### config.mk
export PLATFORM = sky130hd
export DESIGN_NAME = hazard_unit
export DESIGN_NICKNAME = d
export VERILOG_FILES = /design/src/rtl/forwarding_unit_pkg.sv /design/src/rtl/hazard_unit_pkg.sv /design/src/rtl/mem_wait_fsm.sv /design/src/rtl/hazard_unit.sv
export SDC_FILE = /design/constraint.sdc
export NUM_CORES = 1
export LEC_CHECK = 0
export ABC_AREA = 1
export BUFFER_PORTS_ARGS = -buffer_cell sky130_fd_sc_hd__clkbuf_2
export CAP_MARGIN = 10
export CORE_ASPECT_RATIO = 1.1
export CORE_MARGIN = 2
export CORE_UTILIZATION = 43
export DETAILED_ROUTE_END_ITERATION = 7
export PLACE_DENSITY_LB_ADDON = 0.1
export SLEW_MARGIN = 20
export SYNTH_ARGS = -nofsm -noshare
export SYNTH_HDL_FRONTEND = slang
export SYNTH_HIERARCHICAL = 1
export SYNTH_SLANG_ARGS = --single-unit
export TNS_END_PERCENT = 1
### constraint.sdc
create_clock -name clock -period 5.8 [get_ports clock]
set_clock_uncertainty 0.2 [all_clocks]
set_input_delay 1.16 -clock clock [delete_from_list [all_inputs] [get_ports clock]]
set_output_delay 1.16 -clock clock [all_outputs]
set_load 0.1 [all_outputs]
### src/rtl/forwarding_unit_pkg.sv
// Forwarding classes shared by the hazard and forwarding units.
package forwarding_unit_pkg;

  typedef enum logic [1:0] {
    ForwardNone,
    ForwardExecute,
    ForwardExecuteMemory,
    ForwardDecode
  } forwarding_type_t;

endpackage

### src/rtl/hazard_unit_pkg.sv
// State and stall-priority types for the hazard unit and its memory wait FSMs.
package hazard_unit_pkg;

  typedef enum logic {D_IDLE, D_WAIT} dmem_state_t;
  typedef enum logic {I_IDLE, I_WAIT} imem_state_t;
  typedef enum logic {W_IDLE, W_BUSY} wait_state_t;

  typedef enum logic [1:0] {
    CAUSE_NONE,
    CAUSE_IFETCH,
    CAUSE_LOADUSE,
    CAUSE_DMEM
  } stall_cause_t;

  // Data-memory wait dominates load-use, which dominates a fetch wait.
  function automatic stall_cause_t stallCause(input logic dWait, input logic loadUse,
                                              input logic iWait);
    stall_cause_t cause;
    cause = CAUSE_NONE;
    if (dWait)        cause = CAUSE_DMEM;
    else if (loadUse) cause = CAUSE_LOADUSE;
    else if (iWait)   cause = CAUSE_IFETCH;
    return cause;
  endfunction

endpackage

### src/rtl/mem_wait_fsm.sv
// Two-state req/ack tracker; wait_o marks cycles the access is still outstanding,
// done_o marks the ack that ends a multi-cycle wait.
module mem_wait_fsm
  import hazard_unit_pkg::*;
(
  input  logic clock,
  input  logic reset,
  input  logic req_i,
  input  logic ack_i,
  output logic wait_o,
  output logic done_o
);

  wait_state_t state_q, state_d;

  always_ff @(posedge clock or posedge reset) begin
    if (reset) state_q <= W_IDLE;
    else       state_q <= state_d;
  end

  always_comb begin
    state_d = state_q;
    wait_o  = 1'b0;
    done_o  = 1'b0;
    case (state_q)
      W_IDLE: begin
        if (req_i && !ack_i) begin
          state_d = W_BUSY;
          wait_o  = 1'b1;
        end
      end
      W_BUSY: begin
        if (ack_i) begin
          state_d = W_IDLE;
          done_o  = 1'b1;
        end else begin
          wait_o = 1'b1;
        end
      end
      default: state_d = W_IDLE;
    endcase
  end

endmodule

### src/rtl/hazard_unit.sv
// Pipeline hazard/stall controller: load-use detection, fetch and data-memory waits,
// pending fetch redirect, and a saturating stall-cycle counter.
module hazard_unit
  import hazard_unit_pkg::*;
  import forwarding_unit_pkg::*;
#(
  parameter int N = 5,
  parameter int C = 32
) (
  input  logic             clock,
  input  logic             reset,
  input  forwarding_type_t forwarding_type_id,
  input  logic [N-1:0]     rs1_id,
  input  logic [N-1:0]     rs2_id,
  input  logic             rs1_used_id,
  input  logic             rs2_used_id,
  input  logic [N-1:0]     rd_ex,
  input  logic [N-1:0]     rd_mem,
  input  logic             reg_we_ex,
  input  logic             reg_we_mem,
  input  logic             mem_rd_ex,
  input  logic             mem_rd_mem,
  input  logic             inst_req,
  input  logic             inst_ack,
  input  logic             mem_req_mem,
  input  logic             mem_ack,
  input  logic             branch_taken_id,
  output logic             stall_if,
  output logic             stall_id,
  output logic             stall_ex,
  output logic             stall_mem,
  output logic             flush_id,
  output logic             flush_ex,
  output logic             flush_wb,
  output logic [C-1:0]     stall_cycles
);

  localparam logic [C-1:0] CountOne = {{(C-1){1'b0}}, 1'b1};

  function automatic logic regMatch(input logic we, input logic [N-1:0] rd,
                                    input logic [N-1:0] rs, input logic used);
    return we && (rd != '0) && (rd == rs) && used;
  endfunction

  logic iWait, iDone, dWait, dDone;
  logic m1Ex, m2Ex, m1Mem, m2Mem;
  logic luLoadEx, luDecode, loadUse, stallIdInt;
  stall_cause_t cause;
  logic killPending_q, killPending_d;
  logic [C-1:0] stallCount_q, stallCount_d;

  mem_wait_fsm u_ifetch (
    .clock (clock),
    .reset (reset),
    .req_i (inst_req),
    .ack_i (inst_ack),
    .wait_o(iWait),
    .done_o(iDone)
  );

  mem_wait_fsm u_dmem (
    .clock (clock),
    .reset (reset),
    .req_i (mem_req_mem),
    .ack_i (mem_ack),
    .wait_o(dWait),
    .done_o(dDone)
  );

  // A store's rs2 comes WB->MEM, so only its rs1 can cause a load-use stall.
  always_comb begin
    m1Ex     = regMatch(reg_we_ex, rd_ex, rs1_id, rs1_used_id);
    m2Ex     = regMatch(reg_we_ex, rd_ex, rs2_id, rs2_used_id);
    m1Mem    = regMatch(reg_we_mem, rd_mem, rs1_id, rs1_used_id);
    m2Mem    = regMatch(reg_we_mem, rd_mem, rs2_id, rs2_used_id);
    luLoadEx = mem_rd_ex && (m1Ex || (m2Ex && forwarding_type_id != ForwardExecuteMemory));
    luDecode = (forwarding_type_id == ForwardDecode) &&
               ((!mem_rd_ex && (m1Ex || m2Ex)) || (mem_rd_mem && (m1Mem || m2Mem)));
    loadUse  = luLoadEx || luDecode;
    cause    = stallCause(dWait, loadUse, iWait);
    stallIdInt = (cause == CAUSE_DMEM) || (cause == CAUSE_LOADUSE);
  end

  always_comb begin
    stall_if  = 1'b0;
    stall_id  = 1'b0;
    stall_ex  = 1'b0;
    stall_mem = 1'b0;
    flush_id  = 1'b0;
    flush_ex  = 1'b0;
    flush_wb  = 1'b0;
    if (!reset) begin
      case (cause)
        CAUSE_DMEM: begin
          stall_if  = 1'b1;
          stall_id  = 1'b1;
          stall_ex  = 1'b1;
          stall_mem = 1'b1;
          flush_wb  = 1'b1;
        end
        CAUSE_LOADUSE: begin
          stall_if = 1'b1;
          stall_id = 1'b1;
          flush_ex = 1'b1;
        end
        CAUSE_IFETCH: begin
          stall_if = 1'b1;
          flush_id = 1'b1;
        end
        default: flush_id = branch_taken_id || (killPending_q && inst_ack);
      endcase
    end
  end

  // A redirect seen mid-fetch must still squash the instruction that fetch returns.
  always_comb begin
    killPending_d = killPending_q;
    if (iDone)
      killPending_d = 1'b0;
    else if (branch_taken_id && iWait && !stallIdInt)
      killPending_d = 1'b1;
    stallCount_d = stallCount_q;
    if (stall_if && stallCount_q != '1)
      stallCount_d = stallCount_q + CountOne;
  end

  always_ff @(posedge clock or posedge reset) begin
    if (reset) begin
      killPending_q <= 1'b0;
      stallCount_q  <= '0;
    end else begin
      killPending_q <= killPending_d;
      stallCount_q  <= stallCount_d;
    end
  end

  assign stall_cycles = stallCount_q;

  assert property (@(posedge clock) disable iff (reset) !(iDone && iWait) && !(dDone && dWait));

endmodule

==> results of run 1 <==
[layout by cell type (no fill, tap or decap), drive strengths merged, types with 2 or more instances in the layout]
cell type	n
nor4	3
nand2	138
clkbuf	80
nand3	31
nand4	42
inv	61
o21ai	7
nor2	46
dfrtp	35
buf	2
xor2	25
nor3	22
a21oi	3
xnor2	4
[worst reg2reg max path, delay by kind of cell (launching register included)]
kind          cells  cell delay [ns]
fa+ha+maj         1             0.24
simple gates      8             1.63
flops             1             0.41
[metrics by stage]
stage                     std cells  hold WS [ns]  total power [mW]  cell area (µm²)
after global placement          580        0.2824            0.5279             3294
after CTS                       588        0.3094            0.7042             3376
after detailed placement        580        0.2924            0.5298             3294
after floorplan                 438        0.2759            0.4836             2960
after global routing            588        0.3495            0.7298             3376
final                           588        0.3078            0.6961             3376
[power by group]
part / switching (mW) / total [mW] / internal, mW
sequential: 0.0203 / 0.280 / 0.259
clock: 0.0900 / 0.174 / 0.0844
combinational: 0.194 / 0.242 / 0.0486
total: 0.304 / 0.696 / 0.392
[registers in the layout, summed over array words and instances (netlist names)]
| signal | count |
|---|---|
| stall_cycles | 32 |
| killPending_q | 1 |
| u_dmem/state_q | 1 |
| u_ifetch/state_q | 1 |
[worst max-delay path by stage]
stage              start  endpoint  slack, ns  cells after the start
2_1_floorplan   rd_ex[3]  flush_ex       0.51                     11
3_3_place_gp   rd_mem[4]  flush_id       1.69                     13
3_5_place_dp   rd_mem[4]  flush_id       1.65                     13
4_1_cts        rd_mem[4]  flush_id       1.64                     13
5_1_grt         rd_ex[4]  stall_id       1.44                     16
6_report       rd_mem[4]  flush_id       1.66                     13
[final cells by class]
class	instances	area (µm²)	share of cell area, %
inverters	61	229.0	6.783
repair buffers	75	380.4	11.27
clock buffers	7	76.32	2.261
multi-input cells	327	1707	50.56
flip-flops and latches	35	875.8	25.95
well taps	82	102.6	3.039
clock inverters	1	5.005	0.1483
[per-layer routing]
layer / vias to the layer above / share of wire [%] / global-route usage, % / wire length (µm)
li1: 1547 / - / - / -
met3: 13 / 4.5 / 3.182 / 346
met5: - / 0 / 0 / 0
met1: 1386 / 48 / 30.46 / 3737
met2: 83 / 46 / 33.40 / 3536
met4: 0 / 1.9 / 6.421 / 150
==> out/qor_table.md, run 1 <==
| Parameter | This run |
|---|---|
| Run status | finished clean |
| Power density of the placed cells | 206.2 mW/mm² |
| Family of cells with the greatest summed delay on the critical path | simple AND/OR/NAND/NOR gates |
| Post-CTS setup-driven buffer insertion count | 0 |
| Detailed-route DRC error count | 0 |
| Top-level I/O count | 74 |
| Detailed-route via count | 3029 |
| Core region area | 0.006633 mm² |
| Total negative slack | 0 ns |
| Standard-cell rows | 31 |
| Final wirelength | 7770 µm |
| Final setup margin | 1.665 ns |
| Total die area | 0.007565 mm² |
| Max Fclk | 0.2418 GHz |
| Total of buffers placed on input and output ports | 73 |
| Total of cells resized after clock tree synthesis | 0 |
| Post-DR wirelength/cell | 13.21 µm |
| Worst EP arrival | 2.78 ns |
| Worst reg2reg startpoint | stall_cycles[0] |
| Register-to-register path setup slack | 3.26 ns |
| Via count of the first global-routing pass | 2866 |
| Maximum cell stage delay along the critical path | 0.46 ns |
| Clk Latency, worst-skew pair | 0.29 ns |
| Hold-fix buffers, CTS | 0 |
| Total count of hold-check failures in the final report | 0 |
| TritonRoute pass-1 iters | 4 |
| Final critical delay including setup and external delays | 4.135 ns |
| Maximum fanout along the worst path | 4 |
| Sink count of the clock tree | 35 |
| Gp weighted congestion | 0.9041 |
| Clock tree from TritonCTS | built |
| Start point of the worst min-delay path | stall_cycles[31] |
| First-pass GRT wire length | 13460 µm |
| Warnings from Yosys | 6 |
| Cells traversed along the worst timing path | clkbuf_2, inv_1, o21ai_0, nor2_1, nand3_1, nand2_1, nand2_1, nand2_1, nand2_1, and2_1, nand2_1, nor2_1, clkbuf_2 |
| Via/cell ratio | 5.151 |
| Fin crit share | 71.30% |
| Slew of the pin with the lowest slew margin | 0.7776 ns |
| CP Data Required Time | 4.44 ns |
| Critical Setup Path Class | input port to output pin |
| Clock Pin Slew Worst Setup and Hold Paths | 0.07 ns |
| Number of instances in the synthesized netlist | 438 |
| Unrepaired setup endpoints after global routing | false |
| Final number of setup-violating endpoints | 0 |
| Utilization after layout | 50.90% |
| Ratio of cells with drive above 1 in the final layout | 20.36% |
| Layout Area Growth over Synthesis | 14.03% |
| Max-slew violations | 0 |
| Horizontal die dimension | 83.11 µm |
| Cell depth of the worst flop-to-flop path | 9 |
| Worst hold path depth | 2 |
| Worst Setup Slack post-DPL | 1.651 ns |
| CP Launch Type | input port |
| # Max-Cap Violations | 0 |
| Post-synthesis net count | 474 |
| Mean cell area of the mapped netlist | 6.759 µm² |
| NumNets Final | 541 |
| Worst max-slew margin expressed relative to the limit | 47.68% |
| Lkg Pwr | 1.920 nW |
| Total clock buffers created by CTS | 5 |
| Routed Antenna Nets | 0 |
| Starting DRC count in detailed routing | 151 |
| Post-Syn Area | 0.002960 mm² |
| Cell repeated most along the worst path | nand2_1 |
| Cell at the root of the clock tree | clkbuf_8 |
| Effective utilization at floorplan | 44.63% |
| Critical Path Slowest Stage Cell | clkbuf_2 |
| Path class of the lowest-slack min-delay path | flip-flop to flip-flop |
| Endpoint type of the worst setup path | output pin |
| Dpl hpwl | 6113 µm |
| Sum of overflow across all layers after global routing | 0 |
| Maximum count of clock buffers along a single path | 2 |
| Antenna violations before repair | 0 |
| GRT Util Overall | 21.36% |
| H-tree depth reported by CTS | 2 |
| Destination of the worst hold path | stall_cycles[31] |
| Height of the die | 91.02 µm |
| Filler cell count | 718 |
| Worst supply voltage drop on vdd | 0.1600 mV |
| Buffers and inverters on the worst path | 3 |
| Maximum number of pins on one net before global-route repair | 70 |
| N_diodes | 0 |
| R2R Path End | stall_cycles[9] |
Note: power is estimated with default switching activity, not from simulation.
==> run 2: changes to the inputs <==
==> constraint.sdc (replaced) <==
create_clock -name clock -period 4.05 [get_ports clock]
set_clock_uncertainty 0.2 [all_clocks]
set_input_delay 0.81 -clock clock [delete_from_list [all_inputs] [get_ports clock]]
set_output_delay 0.81 -clock clock [all_outputs]
set_load 0.1 [all_outputs]
==> run 2 against run 1 <==
- global-route usage decreased by 0.29 points
- count of clock-buffer cells in the layout unchanged
- flip-flop and latch count unchanged
- core utilization increased by 0.41 points
- die area unchanged
- hold slack got worse by 0.11 ns
- wire length decreased by 1.9%
- non-clock buffer count increased by 1
- cell area increased by 0.82%
- power increased by 43%
==> out/qor_table.md, run 2 (same netlist as run 1, synthesis figures left out) <==
| Parameter | This run |
|---|---|
| Maximum cell stage delay along the critical path | 0.46 ns |
| CP Launch Type | input port |
| Sw power | 0.4338 mW |
| Worst EP arrival | 2.42 ns |
| Worst max-slew margin expressed relative to the limit | 54.98% |
| Max-slew violations | 0 |
| GRT Util Overall | 21.07% |
| Critical Path Slowest Stage Cell | clkbuf_2 |
| Final number of setup-violating endpoints | 0 |
| Part of the power in combinational logic | 35.1% |
| Fin crit share | 84.81% |
| Portion of total power attributed to sequential cells | 40.1% |
| Leading cell type in the layout, fill and taps excluded | nand2_1 |
| Via count of the first global-routing pass | 2775 |
| Cell repeated most along the worst path | nand2_1 |
| Clock Pin Slew Worst Setup and Hold Paths | 0.07 ns |
| Effective utilization at floorplan | 44.63% |
| Cell at the root of the clock tree | clkbuf_8 |
| Cell-internal power | 0.5648 mW |
| Worst Setup Slack post-DPL | 0.6183 ns |
| Net switching share of the total power | 43.44% |
| Critical Setup Path Class | input port to output pin |
| Total count of hold-check failures in the final report | 0 |
| Total of buffers placed on input and output ports | 73 |
| Power density of the placed cells | 293.4 mW/mm² |
| Top-level I/O count | 74 |
| Height of the die | 91.02 µm |
| Cells traversed along the worst timing path | clkbuf_2, nor3_1, nand3_1, nand3_1, inv_1, nand2_1, nand2_1, nand2_1, and2_1, nand2_1, nor2_1, clkbuf_2 |
| Detailed-route via count | 3024 |
| Final wirelength | 7624 µm |
| Slew of the pin with the lowest slew margin | 0.6691 ns |
| Total clock buffers created by CTS | 5 |
| Total of cells resized after clock tree synthesis | 0 |
| Maximum fanout along the worst path | 3 |
| Part of the total power dissipated in the clock network | 24.8% |
| Sink count of the clock tree | 35 |
| H-tree depth reported by CTS | 2 |
| Run status | finished clean |
| Core region area | 0.006633 mm² |
| Maximum count of clock buffers along a single path | 2 |
| Hold-fix buffers, CTS | 0 |
| Path class of the lowest-slack min-delay path | input port to asynchronous set/reset pin |
| Largest register FFs | 32 |
| Clock tree from TritonCTS | built |
| Lkg Pwr | 1.931 nW |
| Max Fclk | 0.2911 GHz |
| Layout Area Growth over Synthesis | 14.96% |
| Total die area | 0.007565 mm² |
| TritonRoute pass-1 iters | 4 |
| Antenna violations before repair | 0 |
| Post-CTS setup-driven buffer insertion count | 0 |
| Filler cell count | 708 |
| Family of cells with the greatest summed delay on the critical path | simple AND/OR/NAND/NOR gates |
| Horizontal die dimension | 83.11 µm |
| Gp weighted congestion | 0.8657 |
| # Max-Cap Violations | 0 |
| Clk Latency, worst-skew pair | 0.29 ns |
| Final setup margin | 0.6153 ns |
| Routed Antenna Nets | 0 |
| Sum of overflow across all layers after global routing | 0 |
| Post-DR wirelength/cell | 12.94 µm |
| Total Power Consumption | 0.9986 mW |
| Via/cell ratio | 5.134 |
| Buffers and inverters on the worst path | 3 |
| Ratio of cells with drive above 1 in the final layout | 20.71% |
| Unrepaired setup endpoints after global routing | false |
| Starting DRC count in detailed routing | 187 |
| Maximum number of pins on one net before global-route repair | 38 |
| Final critical delay including setup and external delays | 3.435 ns |
| NumNets Final | 542 |
| Final hold slack | 0.1929 ns |
| Dpl hpwl | 5956 µm |
| First-pass GRT wire length | 13190 µm |
| Commonest non-fill, non-tap cells in the layout | nand2_1, clkbuf_2, inv_1, nor2_1, nand4_1 |
| N_diodes | 0 |
| Detailed-route DRC error count | 0 |
| Worst supply voltage drop on vdd | 0.1997 mV |
| CP Data Required Time | 3.04 ns |
| Standard-cell rows | 31 |
| Total negative slack | 0 ns |
| Endpoint type of the worst setup path | output pin |
[run 2: cell type report]
type	count	area, µm²	share of cell area (%)
Tap cell	82	102.6	3.015
Sequential cell	35	875.8	25.74
Clock inverter	1	5.005	0.1471
Timing Repair Buffer	76	402.9	11.84
Multi-Input combinational cell	327	1712	50.29
Clock buffer	7	76.32	2.243
Inverter	61	229.0	6.728
[run 2: routing by layer]
| metal | share of wire [%] | up-vias | track usage (%) |
|---|---|---|---|
| met3 | 5.8 | 8 | 3.273 |
| met2 | 46 | 85 | 33.60 |
| met4 | 1.0 | 0 | 5.328 |
| met1 | 47 | 1381 | 29.85 |
| met5 | 0 | - | 0 |
| li1 | - | 1550 | - |
[run 2: stage by stage]
| step | cells | cell area, µm² | util (%) |
|---|---|---|---|
| floorplan | 438 | 2965 | - |
| global placement | 581 | 3322 | 50.08 |
| detailed placement | 581 | 3322 | 50.08 |
| CTS | 589 | 3403 | 51.31 |
| global route | 589 | 3403 | 51.31 |
| finish | 589 | 3403 | 51.31 |
[run 2: final timing paths]
kind	from	slack, ns	end	cells after the start
max	rd_mem[2]	0.62	flush_id	12
min	reset	0.19	u_ifetch/state_q	2
max reg2reg	stall_cycles[0]	1.44	stall_cycles[14]	9
min reg2reg	u_ifetch/state_q	0.30	killPending_q	3
max in group asynchronous	reset	2.85	stall_cycles[12]	3
min in group clock	u_ifetch/state_q	0.30	killPending_q	3
[run 2: worst register-to-register path, cell delays in order, from the launching register on]
cell and delay [ns]:
dfrtp_1 0.41, ha_1 0.24, nand2_2 0.11, nor2_4 0.17
nand4_2 0.14, nor3_4 0.17, nand4_4 0.42, nand3_4 0.51
nand2_1 0.12, nand2_1 0.07
[run 2: power by group through the flow]
stage | sequential, mW | combinational, mW | clock [mW]
after CTS | 0.401 | 0.353 | 0.259
after floorplan | 0.541 | 0.152 | 0
after detailed placement | 0.407 | 0.353 | 0
after global routing | 0.406 | 0.380 | 0.279
final | 0.401 | 0.351 | 0.247
after global placement | 0.407 | 0.351 | 0
==> run 3: changes to the inputs <==
==> constraint.sdc (replaced) <==
create_clock -name clock -period 3.5 [get_ports clock]
set_clock_uncertainty 0.2 [all_clocks]
set_input_delay 0.7 -clock clock [delete_from_list [all_inputs] [get_ports clock]]
set_output_delay 0.7 -clock clock [all_outputs]
set_load 0.1 [all_outputs]
==> run 3 against run 2 <==
- hold slack got worse by 0.098 ns
- worst setup slack got worse by 0.16 ns
- combinational power rose by 17%
- die area did not move
- register-to-register slack got worse by 0.33 ns
- sequential power rose by 15%
- wire length rose by 0.54%
- non-clock buffer count rose by 1
- global-route usage rose by 0.40 points
- largest cell class unchanged
- largest power group unchanged
==> out/qor_table.md, run 3 (same netlist as run 1, synthesis figures left out) <==
| Parameter | This run |
|---|---|
| Total count of hold-check failures in the final report | 0 |
| Worst max-slew margin expressed relative to the limit | 60.74% |
| Path class of the lowest-slack min-delay path | input port to asynchronous set/reset pin |
| Total clock buffers created by CTS | 5 |
| Routed Antenna Nets | 0 |
| Maximum count of clock buffers along a single path | 2 |
| First-pass GRT wire length | 13520 µm |
| Fin crit share | 87.07% |
| Height of the die | 91.02 µm |
| Sum of overflow across all layers after global routing | 0 |
| Horizontal die dimension | 83.11 µm |
| Clock Pin Slew Worst Setup and Hold Paths | 0.08 ns |
| Critical Setup Path Class | input port to output pin |
| Top-level I/O count | 74 |
| Post-DR wirelength/cell | 12.99 µm |
| Total of cells resized after clock tree synthesis | 0 |
| TritonRoute pass-1 iters | 5 |
| Starting DRC count in detailed routing | 162 |
| Gp weighted congestion | 0.8919 |
| Standard-cell rows | 31 |
| Hold-fix buffers, CTS | 0 |
| Final number of setup-violating endpoints | 0 |
| Net switching share of the total power | 42.27% |
| Maximum fanout along the worst path | 4 |
| Total die area | 0.007565 mm² |
| Ratio of cells with drive above 1 in the final layout | 21.46% |
| Worst EP arrival | 2.15 ns |
| Antenna violations before repair | 0 |
| Worst supply voltage drop on vdd | 0.2962 mV |
| Filler cell count | 710 |
| Final setup margin | 0.4527 ns |
| Area used by multi-input combinational logic | 0.001714 mm² |
| Total negative slack | 0 ns |
| Final critical delay including setup and external delays | 3.047 ns |
| Final wirelength | 7665 µm |
| Worst Setup Slack post-DPL | 0.4407 ns |
| Detailed-route DRC error count | 0 |
| Unrepaired setup endpoints after global routing | false |
| CP Launch Type | input port |
| NumNets Final | 543 |
| Effective utilization at floorplan | 44.63% |
| Run status | finished clean |
| Core region area | 0.006633 mm² |
| Layout Area Growth over Synthesis | 17.16% |
| Part of the power in combinational logic | 34.1% |
| Sink count of the clock tree | 35 |
| H-tree depth reported by CTS | 2 |
| Via/cell ratio | 5.119 |
| Lkg Pwr | 1.952 nW |
| Clock tree from TritonCTS | built |
| Part of the total power dissipated in the clock network | 27.6% |
| Total of buffers placed on input and output ports | 73 |
| Register area | 875.8 µm² |
| Post-CTS setup-driven buffer insertion count | 0 |
| Dpl hpwl | 5962 µm |
| N_diodes | 0 |
| Endpoint type of the worst setup path | output pin |
| Portion of total power attributed to sequential cells | 38.3% |
| Maximum number of pins on one net before global-route repair | 41 |
| Max Fclk | 0.3282 GHz |
| # Max-Cap Violations | 0 |
| Via count of the first global-routing pass | 2796 |
| CP Data Required Time | 2.60 ns |
| Commonest non-fill, non-tap cells in the layout | nand2_1, clkbuf_2, inv_1, nor2_1, nand4_1 |
| Max-slew violations | 0 |
| GRT Util Overall | 21.48% |
| Sw power | 0.5112 mW |
| Leading cell type in the layout, fill and taps excluded | nand2_1 |
| Detailed-route via count | 3020 |
| Largest register FFs | 32 |
| Power density of the placed cells | 348.7 mW/mm² |
| Clk Latency, worst-skew pair | 0.29 ns |
| Slew of the pin with the lowest slew margin | 0.5835 ns |
| Cell-internal power | 0.6983 mW |
| Cell at the root of the clock tree | clkbuf_8 |
==> run 3: cell types whose count changed in the layout (fill, tap and decap cells not counted), sizes merged <==
cell | previous run | this run
clkinvlp | 0 | 1
clkbuf | 79 | 76
clkinv | 1 | 0
buf | 4 | 8
==> run 3: area by class of cell <==
class | instances | area share (%)
tap | 82 | 2.958
clock buffer | 7 | 2.778
sequential | 35 | 25.25
multi-input combinational | 327 | 49.42
inverter | 61 | 6.602
clock inverter | 1 | 0.2164
timing repair buffer | 77 | 12.77
==> run 3: power groups by stage <==
stage | clock network, mW | logic [mW] | registers (mW)
4_1_cts | 0.343 | 0.416 | 0.464
3_5_place_dp | 0 | 0.415 | 0.471
2_1_floorplan | 0 | 0.176 | 0.626
3_3_place_gp | 0 | 0.413 | 0.471
5_1_grt | 0.355 | 0.447 | 0.470
6_report | 0.334 | 0.412 | 0.463
==> run 3: final timing paths <==
path | startpoint | endpoint | slack (ns) | cells after the start
max in group asynchronous | reset | stall_cycles[25] | 2.38 | 3
min reg2reg | stall_cycles[31] | stall_cycles[31] | 0.32 | 2
max | rd_ex[0] | flush_id | 0.45 | 14
min in group clock | stall_cycles[31] | stall_cycles[31] | 0.32 | 2
min | reset | u_ifetch/state_q | 0.09 | 2
max reg2reg | stall_cycles[1] | stall_cycles[11] | 1.11 | 9
==> run 3: stage by stage <==
step	total power, mW	cell area, µm²	std cells	hold WS [ns]	utilization [%]
after floorplan	0.8019	2968	438	0.2287	-
after global placement	0.8838	3364	582	0.2946	50.73
after detailed placement	0.8859	3364	582	0.3091	50.73
after CTS	1.222	3468	590	0.08887	52.29
after global routing	1.272	3468	590	0.1008	52.29
final	1.210	3468	590	0.09497	52.29
==> run 3: routing by layer <==
metal / vias to the layer above / global-route usage, % / routed length [µm]
met5: - / 0 / 0
met4: 0 / 4.508 / 60
met3: 5 / 3.091 / 395
met2: 86 / 34.61 / 3470
met1: 1382 / 30.63 / 3738
li1: 1547 / - / -
==> run 3: critical path, cell delays in order <==
cell      delay (ns)
clkbuf_2        0.11
nor2_1          0.14
nand3_1         0.09
nand2_1         0.06
inv_1           0.04
nand3_1         0.09
nand2_1         0.07
nand2_1         0.06
nand2_1         0.04
nand2_1         0.08
and2_1          0.19
nand2_1         0.09
nor2_1          0.18
buf_12          0.20
